[config.mk]
export PLATFORM = sky130hd
export DESIGN_NAME = pulse_toggle_tx
export DESIGN_NICKNAME = d
export VERILOG_FILES = /design/src/rtl/pulse_toggle_tx_pkg.sv /design/src/rtl/pulse_toggle_tx_sync_bit_n.sv /design/src/rtl/pulse_toggle_tx.sv
export SDC_FILE = /design/constraint.sdc
export NUM_CORES = 1
export LEC_CHECK = 0
export CAP_MARGIN = 10
export CORE_MARGIN = 2
export CORE_UTILIZATION = 41
export DETAILED_ROUTE_END_ITERATION = 8
export GPL_ROUTABILITY_DRIVEN = 0
export PLACE_DENSITY = 0.71
export SYNTH_ARGS = -nofsm -noshare
export SYNTH_HDL_FRONTEND = slang
export SYNTH_SLANG_ARGS = --single-unit
export TNS_END_PERCENT = 100
[constraint.sdc]
create_clock -name src_clk -period 2.2 [get_ports src_clk]
set_input_delay 0.22 -clock src_clk [delete_from_list [all_inputs] [get_ports src_clk]]
set_output_delay 0.22 -clock src_clk [all_outputs]
set_load 0.01 [all_outputs]
[src/rtl/pulse_toggle_tx_pkg.sv]
// Shared types for the toggle pulse-crossing protocol.
// Used by both the transmit and receive sides.
package pulse_toggle_tx_pkg;

    typedef enum logic {
        IDLE     = 1'b0,
        WAIT_ACK = 1'b1
    } xfer_state_e;

    localparam int SYNC_STAGES_DEF = 2;

endpackage

[src/rtl/pulse_toggle_tx_sync_bit_n.sv]
// N-flop single-bit synchroniser with async active-low reset.
// N must be at least 2.
module sync_bit_n
    import pulse_toggle_tx_pkg::*;
#(
    parameter int N = SYNC_STAGES_DEF
) (
    input  logic clk_i,
    input  logic rst_n_i,
    input  logic d_i,
    output logic q_o
);

    logic [N-1:0] sync_q;

    always_ff @(posedge clk_i or negedge rst_n_i) begin
        if (!rst_n_i) begin
            sync_q <= '0;
        end else begin
            sync_q <= {sync_q[N-2:0], d_i};
        end
    end

    assign q_o = sync_q[N-1];

endmodule

[src/rtl/pulse_toggle_tx.sv]
// Source side of the toggle pulse crossing: queues pulses and
// launches them one at a time, waiting for each returned ack.
module pulse_toggle_tx
    import pulse_toggle_tx_pkg::*;
#(
    parameter int CNT_W       = 4,
    parameter int SYNC_STAGES = SYNC_STAGES_DEF,
    parameter int TIMEOUT     = 0,
    parameter int TO_W        = 16
) (
    input  logic             src_clk,
    input  logic             src_rst_n,
    input  logic             src_pulse,
    input  logic             clr_err,
    input  logic             ack_toggle,
    output logic             req_toggle,
    output logic             busy,
    output logic             done,
    output logic [CNT_W-1:0] pending_cnt,
    output logic             ovf,
    output logic             timeout_err
);

    localparam logic [CNT_W-1:0] CNT_MAX   = '1;
    localparam logic [CNT_W-1:0] CNT_ONE   = CNT_W'(1);
    localparam logic [TO_W-1:0]  TO_LIM    = TO_W'(TIMEOUT);
    localparam logic [TO_W-1:0]  TO_LIM_M1 = TO_W'(TIMEOUT - 1);
    localparam logic [TO_W-1:0]  TO_ONE    = TO_W'(1);
    localparam bit               TO_EN     = (TIMEOUT != 0);

    logic ack_s;

    sync_bit_n #(
        .N (SYNC_STAGES)
    ) u_ack_sync (
        .clk_i   (src_clk),
        .rst_n_i (src_rst_n),
        .d_i     (ack_toggle),
        .q_o     (ack_s)
    );

    xfer_state_e      state_q;
    logic             req_q;
    logic             busy_q;
    logic             done_q;
    logic             ovf_q;
    logic             to_err_q;
    logic [CNT_W-1:0] cnt_q;
    logic [CNT_W-1:0] cnt_d;
    logic [TO_W-1:0]  to_cnt_q;
    logic             launch;
    logic             drop;

    assign launch = (state_q == IDLE) && (cnt_q != '0);
    // A launch frees a slot, so a saturated queue still accepts that pulse
    assign drop   = src_pulse && !launch && (cnt_q == CNT_MAX);

    always_comb begin
        cnt_d = cnt_q;
        if (src_pulse && !launch && !drop) begin
            cnt_d = cnt_q + CNT_ONE;
        end else if (launch && !src_pulse) begin
            cnt_d = cnt_q - CNT_ONE;
        end
    end

    always_ff @(posedge src_clk or negedge src_rst_n) begin
        if (!src_rst_n) begin
            cnt_q <= '0;
            ovf_q <= 1'b0;
        end else begin
            cnt_q <= cnt_d;
            if (drop) begin
                ovf_q <= 1'b1;
            end else if (clr_err) begin
                ovf_q <= 1'b0;
            end
        end
    end

    always_ff @(posedge src_clk or negedge src_rst_n) begin
        if (!src_rst_n) begin
            state_q  <= IDLE;
            req_q    <= 1'b0;
            busy_q   <= 1'b0;
            done_q   <= 1'b0;
            to_cnt_q <= '0;
            to_err_q <= 1'b0;
        end else begin
            done_q <= 1'b0;
            if (clr_err) begin
                to_err_q <= 1'b0;
            end
            unique case (state_q)
                IDLE: begin
                    if (launch) begin
                        req_q    <= ~req_q;
                        busy_q   <= 1'b1;
                        to_cnt_q <= '0;
                        state_q  <= WAIT_ACK;
                    end
                end
                WAIT_ACK: begin
                    if (ack_s == req_q) begin
                        done_q  <= 1'b1;
                        busy_q  <= 1'b0;
                        state_q <= IDLE;
                    end else if (TO_EN && (to_cnt_q != TO_LIM)) begin
                        to_cnt_q <= to_cnt_q + TO_ONE;
                        if (to_cnt_q == TO_LIM_M1) begin
                            to_err_q <= 1'b1;
                        end
                    end
                end
            endcase
        end
    end

    assign req_toggle  = req_q;
    assign busy        = busy_q;
    assign done        = done_q;
    assign pending_cnt = cnt_q;
    assign ovf         = ovf_q;
    assign timeout_err = to_err_q;

endmodule

==> results.md <==
Die:
- Measured along the y axis, the die boundary spans between 40 and 50 µm.
- The starting utilization of the core area is about 44%.
- The count of standard-cell rows is 13.
- The overall die area is approximately 1700 µm².
- The die width is ~41 µm.
- The top-level port count is 14.
- After floorplanning, the core was sized to cover between 1000 and 1500 µm².

Clocking:
- The register clock-pin slew on the reported worst setup and hold paths is 0.07 ns.
- The maximum level of the CTS H-tree is 1.
- Clock latency on the worst-skew pair, taken at its later pin, is ~0.26 ns.
- In this run the deepest clock path goes through 2 buffers.
- In this run the post-CTS setup repair buffer count came out at 0.
- TritonCTS built the clock tree.
- The tree is rooted in a clkbuf_4.
- For this design, the CTS-stage hold fixing added 0 buffers.
- The number of sinks on the clock net is 11.
- The number of buffers added by the clock tree synthesis step is 3.

Yosys:
- By count the netlist is led by dfrtp_1 (11), nand3_1 (4), xor2_1 (3).
- The mean instance size in the synthesized netlist is between 10 and 15 µm².
- By instance count, the leading cell after synthesis is dfrtp_1.
- In the synthesized netlist the async set-or-reset flop fraction comes to 100%.
- The distinct cell type count of the synthesized netlist is 28.
- After synthesis the netlist holds a flip-flop and latch count of 11.
- The warning count from the yosys run is 0.
- The portion of synthesized cell area occupied by the leading cell type is between 40 and 50%.
- Synthesis produced a netlist with a net count of 56.
- For this run, the leading register cell type out of synthesis is dfrtp_1.
- The number of flops mapped to enable cells by yosys is 0.
- The top cell type by total area after synthesis is dfrtp_1.
- Yosys attributes the largest share of cell area to dfrtp_1 (49%), mux2_4 (5.4%), xor2_1 (4.7%), ha_1 (4.5%), fa_1 (3.6%).
- Summing the sequential cell areas from Yosys gives between 40% and 50% of the chip area.
- The mapped netlist covers 561 µm².
- After technology mapping, the gate count stands at 48.

Power and ir drop:
- In this run the static leakage power is ~0.35 nW.
- The overall power of the completed layout is 1.33 mW.
- The part of the total power dissipated in sequential elements is 26.8%.
- The highest ir drop seen on vdd is 0.000906 V.
- The analysis attributes to net switching a power of 495 µW.
- The share of total power consumed by net switching is a little under two fifths.
- The internal power of the cells totals 835 µW.
- The proportion of power drawn by combinational gates is approximately 63%.
- Dividing total power by cell area gives a power density of ~1700 nW/µm².
- The part of the total power dissipated in the clock network is ~10%.

Global routing:
- The number of antenna violations at the first check in global routing is 0.
- Across every metal layer, demand over resource in global routing totals between 10% and 20%.
- The first global-routing pass estimated 1800 µm of wire.
- The number of global-route vias before repair was ~430.
- Entering global routing, the biggest net connects 12 pins.
- Global routing finished with a remaining overflow of 0.

Run:
- The max-cap check violation count is 0.

Setup path:
- The worst setup path is captured at a flop.
- The slowest cell on the critical path is dfrtp_2.
- The kind of launch point of the worst setup path is a flop.
- The launch point of the worst reg-to-reg path is pending_cnt[0]$_DFFE_PN0P_.
- For the worst setup path, the data arrival time is between 2 and 2.5 ns.
- At the worst endpoint, the required time is 2.40 ns.
- The critical path goes through nor3_2 > o21ai_1 > or2_2 > ha_4 > nand3_1 > and2_1 > or4_1 > nand4_1.
- The origin of the worst setup path is pending_cnt[0]$_DFFE_PN0P_.
- The maximum net fanout on the critical path is 3.
- For this run, the slowest stage of the critical path takes about 0.43 ns.
- The critical path class is reg2reg.

Placement:
- The number of buffers added on ports is 12.
- The area after detailed placement is 756 µm².
- The HPWL after detailed placement is around 850 µm.

Layout:
- From synthesis to final layout, the design area changed by 42.6%.
- Measured on the finished design, the core utilization comes to around 62%.
- At the end of the flow, the number of nets in the layout was 80.
- In the final layout, the share of cells above drive strength 1 is between 20% and 30%.
- The total inserted antenna cells is 0.
- The number of filler cells placed in the layout is 120.
- After routing the design area is roughly 800 µm².

STA:
- Subtracting the final worst setup slack from the clock period gives ~2.1 ns.
- The post-route clock period utilization is a little over nine tenths.
- The total count of hold-check failures in the final report came to 0.
- Clock skew on the completed layout was measured at between 0.0015 and 0.002 ns.
- The max-slew violation count came to 0.
- The tightest hold path in the finished design has a slack of 0.284 ns.
- The total negative slack is 0 ns.
- Timing would allow up to between 400 and 500 MHz.
- The total of endpoints with negative setup slack in the final report is 0.

Drt:
- The routed design uses roughly 620 µm of met2 wire.
- After detailed routing, the average wire length per cell comes to 13.7 µm.
- The routed metal-1 wire length is between 500 and 600 µm.
- Once detail routing completed, the nets flagged for antenna violations numbered 0.
- The DRC violations left is 0.
- The first-pass detailed-route iteration total is 4.
- The number of DRC markers after the initial detailed-route iteration is 8.
- The sum of met3 wire segment lengths after detailed routing is around 38 µm.
- Dividing the detail-routed via count by the number of cells gives between 5 and 6.
- The detailed-route wire length is about 1200 µm.
- After detailed routing, no signal wire sits above met3.
- The total via count in the routed design is roughly 450.

Run status:
- The run finished with clean final reports.

Min path:
- The type of the worst min-delay path is in2async.
==> cell families after synthesis <==
group | Yosys count | share of synthesized area, %
buffers and inverters | 4 | 3.57
xor gates and xnor gates | 4 | 6.25
AOI/OAI and AO/OA | 7 | 8.26
muxes | 3 | 7.14
DFF | 11 | 49.1
and+or+nand+nor | 15 | 17.0
other | 1 | 0.669
adders and majority gates | 3 | 8.04
==> power groups by stage <==
stage | clock [mW] | combinational, mW | sequential [mW]
2_1_floorplan | 0 | 0.393 | 0.412
3_3_place_gp | 0 | 0.776 | 0.345
3_5_place_dp | 0 | 0.804 | 0.353
4_1_cts | 0.139 | 0.811 | 0.349
5_1_grt | 0.151 | 0.921 | 0.365
6_report | 0.136 | 0.838 | 0.356
==> worst paths after layout <==
path	to	slack [ns]	cells past startpoint
min reg2reg	u_ack_sync.sync_q[1]$_DFF_PN0_	0.35	0
max	pending_cnt[3]$_DFFE_PN0P_	0.07	8
max in group asynchronous	pending_cnt[0]$_DFFE_PN0P_	1.56	1
min	u_ack_sync.sync_q[1]$_DFF_PN0_	0.28	1
max reg2reg	pending_cnt[3]$_DFFE_PN0P_	0.07	8
min in group src_clk	u_ack_sync.sync_q[1]$_DFF_PN0_	0.35	0
==> worst max-delay path, delay by kind of cell, from the launching register on <==
family                   cells  cell delay (ns)
AND/OR/NAND/NOR              6             1.26
flip-flops                   1             0.43
adder cells (fa/ha/maj)      1             0.29
AO/OA/AOI/OAI                1             0.09
==> final cells by class <==
class	instances	area (µm²)	share of cell area, %
Multi-Input combinational cell	33	283	35.4
Sequential cell	11	277	34.6
Tap cell	15	18.8	2.35
Inverter	2	7.51	0.939
Clock buffer	4	26.3	3.29
Timing Repair Buffer	21	188	23.5
==> registers in the layout (all words and copies together) (netlist names) <==
register,count
busy,1
done,1
ovf,1
pending_cnt,4
req_toggle,1
state_q,1
u_ack_sync.sync_q,2
==> through the flow <==
step | worst slack (ns) | std cells
detailed placement | -0.0676 | 82
CTS | 0.0579 | 86
global placement | -0.0527 | 82
global route | -0.0478 | 86
finish | 0.0719 | 86
floorplan | 0.0216 | 48
==> routing by layer <==
metal  track usage [%]  vias up
li1                  -      213
met1              18.9      227
met2              29.7       13
met3              2.17        0
met4              10.0        0
met5                 0        -
==> cells in the final DEF (no fill, tap or decap), drive strengths merged <==
master / netlist / final
clkbuf: 1 / 4
nor4: 1 / 1
o22ai: 2 / 2
a21boi: 1 / 1
conb: 1 / 1
inv: 2 / 2
a21oi: 1 / 1
clkdlybuf4s50: 0 / 12
buf: 1 / 9
ha: 2 / 2
or4: 1 / 1
nand2: 1 / 1
nor3: 1 / 1
xor2: 3 / 3
or2: 1 / 1
nand3: 4 / 4
o211ai: 1 / 1
nor2: 1 / 1
mux2: 2 / 2
or3: 2 / 2
and2: 2 / 2
o21ai: 2 / 2
fa: 1 / 1
xnor2: 1 / 1
nand4: 1 / 1
dfrtp: 11 / 11
mux2i: 1 / 1
==> timing repair <==
action / 4_1_cts / 5_1_grt
endpoints found under the hold margin: 0 / 0
endpoints found under the setup margin: 0 / 1
gates resized for setup: 0 / 2
Note: power is estimated with default switching activity, not from simulation.
